--- src/rtl/osc_triangle_scheduler.sv ---
// osc_triangle_scheduler: period-driven triangle voices sharing one add/sub datapath through a round-robin arbiter.
// Optional OSC_TRIANGLE_SCHED_OVERRUN_EN adds sticky per-voice overrun flags.
module osc_triangle_scheduler #(
  parameter int NR_OF_VOICES_P       = 4,
  parameter int WAVE_WIDTH_P         = 24,
  parameter int PERIOD_WIDTH_P       = 32,
  parameter int WAVE_AMPLITUDE_INC_P = 1,
  parameter int WAVE_AMPLITUDE_MAX_P = 2**(WAVE_WIDTH_P-1)-1
) (
  input  logic                              clk,
  input  logic                              rst_n,
  input  logic                              cr_wr_en,
  input  logic [$clog2(NR_OF_VOICES_P)-1:0] cr_voice,
  input  logic [PERIOD_WIDTH_P-1:0]         cr_period,
  input  logic [NR_OF_VOICES_P-1:0]         cr_voice_en,
  output logic                              osc_valid,
  input  logic                              osc_ready,
  output logic [$clog2(NR_OF_VOICES_P)-1:0] osc_voice,
  output logic signed [WAVE_WIDTH_P-1:0]    osc_triangle,
  output logic [NR_OF_VOICES_P-1:0]         sr_overrun,
  input  logic                              cr_overrun_clr
);
  localparam int N = NR_OF_VOICES_P;
  localparam int VW = $clog2(NR_OF_VOICES_P);
  localparam int W = WAVE_WIDTH_P;
  localparam int P = PERIOD_WIDTH_P;
  localparam logic [P-1:0] P_ONE = P'(1);
  localparam logic signed [W-1:0] LOW = {1'b1, {(W-1){1'b0}}};
  localparam logic signed [W-1:0] INC = W'(WAVE_AMPLITUDE_INC_P);
  localparam logic signed [W-1:0] MAX = W'(WAVE_AMPLITUDE_MAX_P);

  logic [P-1:0]        period_q [N];
  logic [P-1:0]        cnt_q    [N];
  logic [P-1:0]        reload   [N];
  logic signed [W-1:0] amp_q    [N];
  logic [N-1:0]        fall_q;
  logic [N-1:0]        pend_q;
  logic [VW-1:0]       ptr_q;
  logic [N-1:0]        wr_hit;
  logic [N-1:0]        tick;
  logic [N-1:0]        req;
  logic [N-1:0]        gnt_oh;
  logic                gnt_any;
  logic [VW-1:0]       gnt_idx;
  logic                stage_free;
  logic signed [W-1:0] cur_amp;
  logic signed [W-1:0] nxt_amp;
  logic                cur_fall;
  logic                nxt_fall;

  always_comb begin
    for (int v = 0; v < N; v++) begin
      wr_hit[v] = cr_wr_en && cr_voice == VW'(v);
      reload[v] = period_q[v] == '0 ? '0 : period_q[v] - P_ONE;
      tick[v]   = cr_voice_en[v] && !wr_hit[v] && cnt_q[v] == '0;
    end
  end

  // A voice whose enable just dropped must not win the arbiter with stale pending state.
  assign req = pend_q & cr_voice_en;
  assign stage_free = !osc_valid || osc_ready;

  always_comb begin
    gnt_any = 1'b0;
    gnt_idx = '0;
    for (int i = 0; i < N; i++) begin
      if (stage_free && !gnt_any && req[(int'(ptr_q) + i) % N]) begin
        gnt_any = 1'b1;
        gnt_idx = VW'((int'(ptr_q) + i) % N);
      end
    end
    for (int v = 0; v < N; v++) gnt_oh[v] = gnt_any && gnt_idx == VW'(v);
  end

  always_comb begin
    cur_amp  = amp_q[gnt_idx];
    cur_fall = fall_q[gnt_idx];
    nxt_fall = cur_fall ? cur_amp != LOW : cur_amp >= MAX;
    nxt_amp  = nxt_fall ? cur_amp - INC : cur_amp + INC;
  end

  always_ff @(posedge clk or negedge rst_n) begin
    if (!rst_n) begin
      for (int v = 0; v < N; v++) begin
        period_q[v] <= '0;
        cnt_q[v]    <= '0;
        amp_q[v]    <= LOW;
      end
      fall_q       <= '0;
      pend_q       <= '0;
      ptr_q        <= '0;
      osc_valid    <= 1'b0;
      osc_voice    <= '0;
      osc_triangle <= LOW;
    end else begin
      for (int v = 0; v < N; v++) begin
        if (wr_hit[v]) begin
          period_q[v] <= cr_period;
          cnt_q[v]    <= cr_period == '0 ? '0 : cr_period - P_ONE;
        end else if (!cr_voice_en[v] || cnt_q[v] == '0) begin
          cnt_q[v] <= reload[v];
        end else begin
          cnt_q[v] <= cnt_q[v] - P_ONE;
        end
        if (gnt_oh[v]) begin
          amp_q[v]  <= nxt_amp;
          fall_q[v] <= nxt_fall;
        end
      end
      pend_q <= cr_voice_en & ((pend_q & ~gnt_oh) | tick);
      if (gnt_any) begin
        ptr_q        <= gnt_idx == VW'(N-1) ? '0 : gnt_idx + VW'(1);
        osc_valid    <= 1'b1;
        osc_voice    <= gnt_idx;
        osc_triangle <= nxt_amp;
      end else if (osc_ready) begin
        osc_valid <= 1'b0;
      end
    end
  end

`ifdef OSC_TRIANGLE_SCHED_OVERRUN_EN
  always_ff @(posedge clk or negedge rst_n) begin
    if (!rst_n) sr_overrun <= '0;
    else sr_overrun <= (sr_overrun & ~{N{cr_overrun_clr}}) | (tick & pend_q & ~gnt_oh);
  end
`else
  logic unused_clr;
  assign unused_clr = cr_overrun_clr;
  assign sr_overrun = '0;
`endif
endmodule
--- config.mk ---
export PLATFORM = sky130hd
export DESIGN_NAME = osc_triangle_scheduler
export DESIGN_NICKNAME = d
export VERILOG_FILES = /design/src/rtl/osc_triangle_scheduler.sv
export SDC_FILE = /design/constraint.sdc
export NUM_CORES = 1
export LEC_CHECK = 0
export ABC_AREA = 0
export CAP_MARGIN = 5
export CORE_ASPECT_RATIO = 0.8
export CORE_MARGIN = 2
export CORE_UTILIZATION = 62
export CTS_CLUSTER_DIAMETER = 80
export DETAILED_ROUTE_END_ITERATION = 12
export PLACE_DENSITY = 0.79
export SLEW_MARGIN = 15
export SYNTH_ARGS = -nofsm -noshare
export SYNTH_HDL_FRONTEND = slang
export SYNTH_SLANG_ARGS = --single-unit
--- constraint.sdc ---
create_clock -name clk -period 7.8 [get_ports clk]
set_input_delay 1.56 -clock clk [delete_from_list [all_inputs] [get_ports clk]]
set_output_delay 1.56 -clock clk [all_outputs]
set_load 0.05 [all_outputs]
---- After elaboration in Yosys (flattened, before gate mapping) ----
Index checks and enable logic that the tools add are counted.
word-level totals
  flip-flop bits (word level) ............. 389
  output and inout port bits .............. 31
  logic and storage cells ................. 156
cells by class
  add/subtract/negate cells ............... 15
  $lt $le $gt $ge ......................... 7
  eq/ne operators ......................... 7
  mux-type cells .......................... 42
  bitwise gates (word level) .............. 9
  reduce and logical (&&, ||, !) cells .... 55
operator list
  kind                                                                  count
  32-bit 2-to-1 mux                                                     13
  32-bit logical NOT                                                    9
  32-bit by 1-bit subtractor with 32-bit output, second input constant  9
  24-bit 2-to-1 mux                                                     3
  24-bit binary-select mux with 2-bit select                            1
  24-bit by 2-bit adder with 24-bit output, second input constant       1
  24-bit >= comparator, second input constant                           1
  24-bit != test, second input constant                                 1
  24-bit by 2-bit subtractor with 24-bit output, second input constant  1
  1-bit logical AND                                                     23
  1-bit 2-to-1 mux                                                      15
  4-bit AND                                                             3
  1-bit logical NOT                                                     12
  3-bit by 4-bit < comparator with 1-bit output, second input constant  3
  1-bit binary-select mux with 2-bit select                             5
  2-bit 2-to-1 mux                                                      5
  2-bit == test, second input constant                                  4
  2-bit by 3-bit < comparator with 1-bit output, second input constant  2
  2-bit OR reduction                                                    3
  1-bit logical OR                                                      5
  2-bit by 1-bit adder with 2-bit output, second input constant         2
  2-bit adder, second input constant                                    2
  2-bit by 1-bit == test with 1-bit output, second input constant       2
  2-bit logical NOT                                                     2
  other kinds (6)                                                       8

---- Longest topological paths before layout ----
Gate-level depths: netlist (run 1).
  depth in word-level cells ............... 24
  depth in mapped cells ................... 28
  gate-level depth less buffers ........... 23

---- Worst setup path before layout (run 1) ----
Ideal clock, no wire load.
  path kind ............................... input port to flip-flop
  start ................................... in cr_voice_en[1]
  end ..................................... reg amp_q[17] (netlist name)
  setup time .............................. 83 ps
  arrival ................................. 7,398 ps
  required time ........................... 7,717 ps
  setup slack ............................. 320 ps
  cell stages on the path ................. 21
  buffers on the path ..................... 1
  cell sequence ........................... and2_1 -> or3_1 -> a2111o_1 -> a21bo_1 -> buf_6 -> inv_4 -> mux4_2 -> o21bai_1 -> a2111o_1 -> and2_4 -> nor2_1 -> ha_1 -> a21o_1 -> a21oi_1 -> nor2b_1 -> a311oi_1 -> a21boi_0 -> a2111oi_0 -> nor2_1 -> o311a_1 -> o21ai_0
between the ends
  longest elaborated chain between the ends .. 24
  elaborated cells between the ends (all ways) .. 44
  those cells by class .................... add/sub (2); order compare (1); eq/ne (2); mux (26); bitwise (2); reduce/logical (11)
RTL lines
  element                                                        line  RTL
  start: declaration                                             15    input logic [NR_OF_VOICES_P-1:0] cr_voice_en,
  4-bit AND (*)                                                  60    assign req = pend_q & cr_voice_en;
  1-bit binary-select mux with 2-bit select                      67    if (stage_free && !gnt_any && req[(int'(ptr_q) + i) % N]) begin
  1-bit 2-to-1 mux (implied by the code)                         67
  1-bit logical AND                                              67
  1-bit 2-to-1 mux                                               67
  1-bit logical NOT                                              67
  1-bit logical AND (2 in a row)                                 67
  1-bit 2-to-1 mux                                               67
  [8 not listed]                                                 -
  net gnt_idx[1]                                                 44    logic [VW-1:0] gnt_idx;
  2-bit inverter with 3-bit output (implied by the code)         76    cur_amp = amp_q[gnt_idx];
  24-bit binary-select mux with 2-bit select                     76
  24-bit 2-to-1 mux (implied by the code) (2 in a row)           76
  24-bit >= comparator / 24-bit != test (equally long branches)  78    nxt_fall = cur_fall ? cur_amp != LOW : cur_amp >= MAX;
  1-bit 2-to-1 mux (*)                                           78
  net nxt_fall                                                   49    logic nxt_fall;
  24-bit 2-to-1 mux (*)                                          79    nxt_amp = nxt_fall ? cur_amp - INC : cur_amp + INC;
  end signal: indexed assignment                                 106   amp_q[v] <= nxt_amp;
  end: declaration                                               35    logic signed [W-1:0] amp_q [N];
The timed path passes the listed nets; every way through them passes the cells marked *. The select of a mux whose other input is x is not followed.
A chain may end at the register's enable or synchronous reset.

---- Worst setup path after layout (run 1) ----
  start ................................... in cr_voice_en[3]
  end ..................................... reg amp_q[71] (netlist name)
between the ends
  longest elaborated chain between the ends .. 24
  elaborated cells between the ends (all ways) .. 44
  those cells by class .................... add/sub (2); order compare (1); eq/ne (2); mux (26); bitwise (2); reduce/logical (11)
RTL lines
  element                                                        line
  4-bit AND (*)                                                  60
  1-bit binary-select mux with 2-bit select                      67
  1-bit 2-to-1 mux (implied by the code)                         67
  1-bit logical AND                                              67
  1-bit 2-to-1 mux                                               67
  1-bit logical NOT                                              67
  1-bit logical AND (2 in a row)                                 67
  1-bit 2-to-1 mux                                               67
  [7 not listed]                                                 -
  2-bit 2-to-1 mux (*)                                           67
  2-bit inverter with 3-bit output (implied by the code)         76
  24-bit binary-select mux with 2-bit select                     76
  24-bit 2-to-1 mux (implied by the code) (2 in a row)           76
  24-bit >= comparator / 24-bit != test (equally long branches)  78
  1-bit 2-to-1 mux (*)                                           78
  net nxt_fall                                                   49
  24-bit 2-to-1 mux (*)                                          79
Marks and branches as above.

==> metrics.csv, run 1 <==
metric,value,unit
largest net degree at the start of global routing,155,
Clock transition at path regs,0.07,ns
routability congestion estimate,0.9710,
mean area per synthesized cell,8.621,um^2
met2 usage,0.5060,
initial antenna violation count,4,
gr usage total,0.3636,
Post-Place Cells,3092,
worst-margin pin slew,1.274,ns
routing usage on met3,0.1081,
Int Power,3.965,mW
Root Buffer,clkbuf_16,
# clock sinks,389,
"Primary FF master, synth",dfrtp_1,
Reg power frac,0.449,
sequential area share after synthesis,0.4327,
Core Rows,62,
overall power,5.712,mW
slew margin rel.,0.1468,
CP peak stage delay,0.75,ns
DP HPWL,46850,um
storage element area,9741,um^2
overall routed net length,68610,um
vias per inst,6.314,
Final Max Tran Viols,0,
fin area,25270,um^2
Setup Crit Path Kind,input port to register,
P per Cell Area,226.0,nW/um^2
count of state elements after synthesis,389,
WHS,0.4630,ns
CTS Hold Bufs,0,
synthesized area,22510,um^2
power share of the combinational group,0.185,
Starting Density,0.6281,
Worst EP required,8.25,ns
area growth from synthesis to layout,12.27,%
share of cells above drive strength 1,0.07850,
Post CTS Setup Buffer Count,0,
Vias,20008,
worst-path maximum fanout,17,
critical path launch point type,input port,
WL/cell,21.65,um
"Clk Latency, worst-skew pair",0.56,ns
iteration count of the initial detailed-routing pass,6,
"commonest non-fill, non-tap cell in the layout",nand2_1,
area post-placement,23840,um^2
FMAX,134.5,MHz
cell mode on critical path,buf_4,
Post-DRT Antenna Nets,0,
PostCTS Resize Cnt,0,
CP bufs+invs,4,
YS warnings,0,
I/O pins,74,
Final Critical Period,7.435,ns
Syn Inst Count,2611,
Netlist cell types,72,
crit-path leading delay family,compound AO/OA/AOI/OAI gates,
"Data arrival, critical path",7.89,ns
gr busiest metal,met1,
Sw Ratio,0.3058,
first-pass GRT wire length,106400,um
Fin Setup TNS,0,ns
multi-input logic area,12120,um^2
CTS max path bufs,3,
async set-reset flop share out of synthesis,1.000,
Die Y,174.4,um
crit-path cells,"clkdlybuf4s50_1, and2_1, o221ai_1, a211oi_4, buf_4, buf_4, mux2i_1, mux2i_1, nand2_1, a2111o_1, and2_4, nor2_1, buf_4, ha_1, a21o_1, a21oi_1, a21boi_0, o211a_1, nand3_1, nand2_1, nor2_1, o21ai_0, xor2_1, o21ai_1",
final core occ,0.7051,
routing usage on met1,0.5359,
# setup viols final,0,
drc violations,0,
total core area,35840,um^2
total gr overflow,0,
"EDFF count, synth",0,
hold crit path type,register to register,
worst setup margin,0.3655,ns
H-tree depth,2,
unrepaired setup endpoints after global routing,false,
outcome,"complete, no violations",
FILL cells,2847,
Tcrit/Tclk final,0.9531,
Fin. Hold Viols,0,
die span in x,217.0,um
number of CTS-inserted buffers,41,
P_leak,10.63,nW
VDD IR max,0.1709,mV
1st-iter DRT viols,2561,
net switching power,1.746,mW
clock share of power,0.366,
number of max-cap violations,0,
nets,2737,
CTS tree,yes,
CP Capture Type,register,
most frequent cells in the layout,"583 x nand2_1, 384 x dfrtp_1, 223 x o21ai_0, 174 x nor2_1, 157 x xnor2_1",
vias in the first global route,18842,
input/output buffers,68,
Setup WS pre-CTS,-0.03166,ns
Worst Skew,0.02687,ns
die area,37850,um^2
Finished Layout Cells,3169,
"slowest stage cell, crit path",xor2_1,
==> cell usage after synthesis (4+ instances only) <==
cell type | n | area (um^2)
nand2_1 | 583 | 2188
dfrtp_1 | 384 | 9609
o21ai_0 | 224 | 1121
nor2_1 | 175 | 656.9
xnor2_1 | 157 | 1375
clkbuf_1 | 117 | 439.2
a21oi_1 | 100 | 500.5
xor2_1 | 99 | 867.1
nor3_1 | 86 | 430.4
o22ai_1 | 80 | 500.5
mux2i_1 | 74 | 740.7
nor4_1 | 64 | 400.4
ha_1 | 38 | 475.5
mux2_2 | 36 | 405.4
or3_1 | 35 | 219.0
or4_1 | 34 | 255.2
inv_1 | 32 | 120.1
nand3_1 | 25 | 125.1
nand2b_1 | 20 | 125.1
nand4_1 | 19 | 118.9
a311oi_1 | 16 | 140.1
o31ai_1 | 16 | 120.1
o211ai_1 | 15 | 112.6
and2_1 | 11 | 68.82
or2_2 | 11 | 68.82
nand3b_1 | 10 | 75.07
and3_1 | 9 | 56.30
buf_1 | 9 | 33.78
a211oi_1 | 8 | 60.06
nand4b_1 | 8 | 70.07
nor2b_1 | 8 | 50.05
a21o_1 | 7 | 52.55
a31oi_1 | 7 | 43.79
buf_2 | 7 | 35.03
o21ai_1 | 7 | 35.03
a21boi_0 | 6 | 45.04
buf_4 | 6 | 45.04
o21a_1 | 6 | 45.04
dfstp_2 | 5 | 131.4
o41ai_1 | 5 | 43.79
and4_1 | 4 | 35.03
nor3b_1 | 4 | 30.03
o221ai_1 | 4 | 35.03
==> layout make-up <==
type                       count  area share
antenna                        1  0.00009902
multi-input combinational   2050      0.4795
clock inverter                16    0.008516
timing repair buffer         139     0.04971
clock buffer                  60     0.04788
inverter                      34    0.005149
tap                          480     0.02376
sequential                   389      0.3854
==> power by group through the flow <==
stage	Sequential [mW]	Combinational [mW]	Clock, mW
final	2.57	1.05	2.09
after global routing	2.60	1.16	2.19
after floorplan	2.53	0.727	0
after detailed placement	2.58	1.03	0
after global placement	2.57	0.991	0
after CTS	2.55	1.04	2.10
==> per-layer routing <==
layer,up-vias,part of all wire
li1,9186,-
met1,9671,0.43
met2,973,0.41
met3,176,0.12
met4,2,0.037
met5,-,0.00019
==> tightest hold or removal path, stage by stage, from the launching register on <==
cell     delay [ns]
dfstp_2        0.37
nand2_1        0.04
o21ai_1        0.05
==> registers in the layout, indices dropped and copies added, names as in the netlist, 2 cells and up <==
signal        count
pend_q            4
cnt_q           128
period_q        128
osc_triangle     24
fall_q            4
osc_voice         2
ptr_q             2
amp_q            96
==> worst paths after layout <==
path / start / to / slack, ns / cells after the start
max: cr_voice_en[3] / amp_q[71]$_DFFE_PN1P_ / 0.37 / 24
min: osc_triangle[23]$_DFFE_PN1P_ / osc_triangle[23]$_DFFE_PN1P_ / 0.46 / 2
max reg2reg: pend_q[3]$_DFF_PN0_ / amp_q[71]$_DFFE_PN1P_ / 1.47 / 23
min reg2reg: osc_triangle[23]$_DFFE_PN1P_ / osc_triangle[23]$_DFFE_PN1P_ / 0.46 / 2
max in group asynchronous: rst_n / amp_q[37]$_DFFE_PN0P_ / 5.25 / 2
min in group asynchronous: rst_n / period_q[83]$_DFFE_PN0P_ / 1.01 / 1
==> cells by family (layout without fill, tap and decap cells) <==
kind of cell | Yosys count | after routing | share of synthesized area
fa+ha+maj | 39 | 39 | 0.02201
flops | 389 | 389 | 0.4327
simple gates | 1117 | 1117 | 0.2257
mux | 113 | 113 | 0.05314
buf+inv | 175 | 249 | 0.03107
other cells | 1 | 5 | 0.0001666
xor+xnor | 256 | 256 | 0.09961
compound gates | 521 | 521 | 0.1356
(Power assumes the default switching activity.)
==> run 2, diff against run 1 <==
--- a/config.mk
+++ b/config.mk
@@ -9,10 +9,13 @@
 export CAP_MARGIN = 5
 export CORE_ASPECT_RATIO = 0.8
 export CORE_MARGIN = 2
-export CORE_UTILIZATION = 62
+export CORE_UTILIZATION = 65
 export CTS_CLUSTER_DIAMETER = 80
+export CTS_CLUSTER_SIZE = 25
 export DETAILED_ROUTE_END_ITERATION = 12
-export PLACE_DENSITY = 0.79
+export DONT_BUFFER_PORTS = 1
+export GPL_TIMING_DRIVEN = 0
+export PLACE_DENSITY = 0.8
 export SLEW_MARGIN = 15
 export SYNTH_ARGS = -nofsm -noshare
 export SYNTH_HDL_FRONTEND = slang
==> run 2 against run 1 <==
  * Cell count is 1.5% lower
  * Clock skew decreased by 0.0034 ns
  * Combinational power decreased by 7%
  * Sequential power barely moved
  * Routed wire length increased by 9.6%
  * Clock-buffer cell count fell by 30
  * Flip-flop and latch count unchanged
  * Worst setup slack got worse by 0.067 ns
  * Critical path type unchanged
  * Critical endpoint is now amp_q[70]$_DFFE_PN0P_
==> metrics.csv, run 2 (synthesis gave the netlist of run 1 again) <==
metric,value,unit
storage element area,9741,um^2
Root Buffer,clkbuf_16,
P per Cell Area,199.0,nW/um^2
number of max-cap violations,0,
first-pass GRT wire length,113000,um
Starting Density,0.6648,
WL/cell,24.10,um
FILL cells,2770,
worst setup margin,0.2982,ns
fin area,23810,um^2
unrepaired setup endpoints after global routing,false,
critical path launch point type,input port,
largest net degree at the start of global routing,390,
area growth from synthesis to layout,5.764,%
WHS,0.4916,ns
FMAX,133.3,MHz
multi-input logic area,12150,um^2
Clock transition at path regs,0.11,ns
worst-path maximum fanout,11,
vias in the first global route,19016,
Core Rows,60,
"commonest non-fill, non-tap cell in the layout",nand2_1,
Worst Skew,0.02346,ns
Final Critical Period,7.502,ns
input/output buffers,0,
Vias,20768,
worst-margin pin slew,1.199,ns
die span in x,212.1,um
area post-placement,23130,um^2
final core occ,0.7031,
total gr overflow,0,
"Data arrival, critical path",7.92,ns
"Clk Latency, worst-skew pair",0.56,ns
CTS tree,yes,
initial antenna violation count,2,
I/O pins,74,
hold crit path type,register to register,
number of CTS-inserted buffers,19,
Fin. Hold Viols,0,
P_leak,9.862,nW
most frequent cells in the layout,"583 x nand2_1, 384 x dfrtp_1, 223 x o21ai_0, 174 x nor2_1, 157 x xnor2_1",
gr usage total,0.4185,
vias per inst,6.654,
total core area,33860,um^2
Worst EP required,8.22,ns
Final Max Tran Viols,0,
Fin Setup TNS,0,ns
CTS max path bufs,3,
iteration count of the initial detailed-routing pass,8,
# clock sinks,389,
DP HPWL,53400,um
1st-iter DRT viols,2752,
CP Capture Type,register,
biggest regs,"cnt_q: 128 flops, period_q: 128 flops, amp_q: 96 flops",
Tcrit/Tclk final,0.9618,
Die Y,170.4,um
slew margin rel.,0.1780,
routability congestion estimate,1.015,
Setup WS pre-CTS,-1.163,ns
outcome,"complete, no violations",
VDD IR max,0.1770,mV
Setup Crit Path Kind,input port to register,
drc violations,0,
share of cells above drive strength 1,0.04523,
Post-DRT Antenna Nets,0,
die area,36140,um^2
overall routed net length,75210,um
H-tree depth,1,
nets,2724,
# setup viols final,0,
-- run 2: critical path, stage by stage --
cell	delay, ns
and2_1	0.17
or3_1	0.35
a2111o_1	0.43
a21bo_1	0.20
buf_6	0.21
inv_4	0.05
buf_4	0.21
buf_2	0.27
buf_4	0.27
mux2i_1	0.22
nor4_2	0.29
nand4_1	0.20
nor2_1	0.30
nor2_4	0.13
ha_1	0.37
nor2b_1	0.14
o21ai_0	0.22
a21boi_0	0.20
o211ai_1	0.21
buf_4	0.17
a21oi_1	0.13
o41ai_2	0.47
o211ai_1	0.18
a31o_2	0.27
a21oi_1	0.24
xor2_2	0.15
buf_4	0.17
o21ai_0	0.09
-- run 2: metrics by stage --
stage          std cells  power (mW)
6_report            3121       4.737
3_3_place_gp        3079       3.488
3_5_place_dp        3081       3.533
2_1_floorplan       2614       3.258
5_1_grt             3118       4.924
4_1_cts             3115       4.688
-- run 2: cell type report --
class / instances / share of cell area
Multi-Input combinational cell: 2050 / 0.5102
Sequential cell: 389 / 0.4092
Buffer: 141 / 0.02460
Tap cell: 465 / 0.02444
Clock buffer: 30 / 0.02171
Inverter: 34 / 0.005466
Timing Repair Buffer: 7 / 0.002523
Clock inverter: 2 / 0.001629
Antenna cell: 3 / 0.0003153
-- run 2: worst paths after layout --
| path | end | start | cells after the start | slack, ns |
|---|---|---|---|---|
| min reg2reg | amp_q[25]$_DFFE_PN0P_ | amp_q[25]$_DFFE_PN0P_ | 2 | 0.49 |
| max | amp_q[70]$_DFFE_PN0P_ | cr_voice_en[1] | 28 | 0.30 |
| max reg2reg | amp_q[70]$_DFFE_PN0P_ | osc_valid$_DFFE_PN0P_ | 28 | 0.72 |
| min | amp_q[25]$_DFFE_PN0P_ | amp_q[25]$_DFFE_PN0P_ | 2 | 0.49 |
| max in group asynchronous | cnt_q[71]$_DFF_PN0_ | rst_n | 0 | 6.27 |
| min in group asynchronous | cnt_q[76]$_DFF_PN0_ | rst_n | 0 | 0.71 |
-- run 2: repair_timing --
item                       CTS  global route
pin swaps                    1             4
setup endpoints to repair   40            57
buffers inserted             2             3
hold buffers                 0             0
resized for setup            8            17
-- run 2: where the power goes --
group | internal, mW | switching, mW
combinational | 0.420 | 0.557
clock | 0.499 | 0.685
sequential | 2.27 | 0.306
-- run 2: layer usage --
layer  share of wire  GRT usage  vias up
met3            0.16     0.1845      212
met5          0.0011    0.01793        -
met1            0.41     0.5994     9990
met2            0.39     0.5554     1412
met4           0.041     0.1500        2
li1                -          -     9152
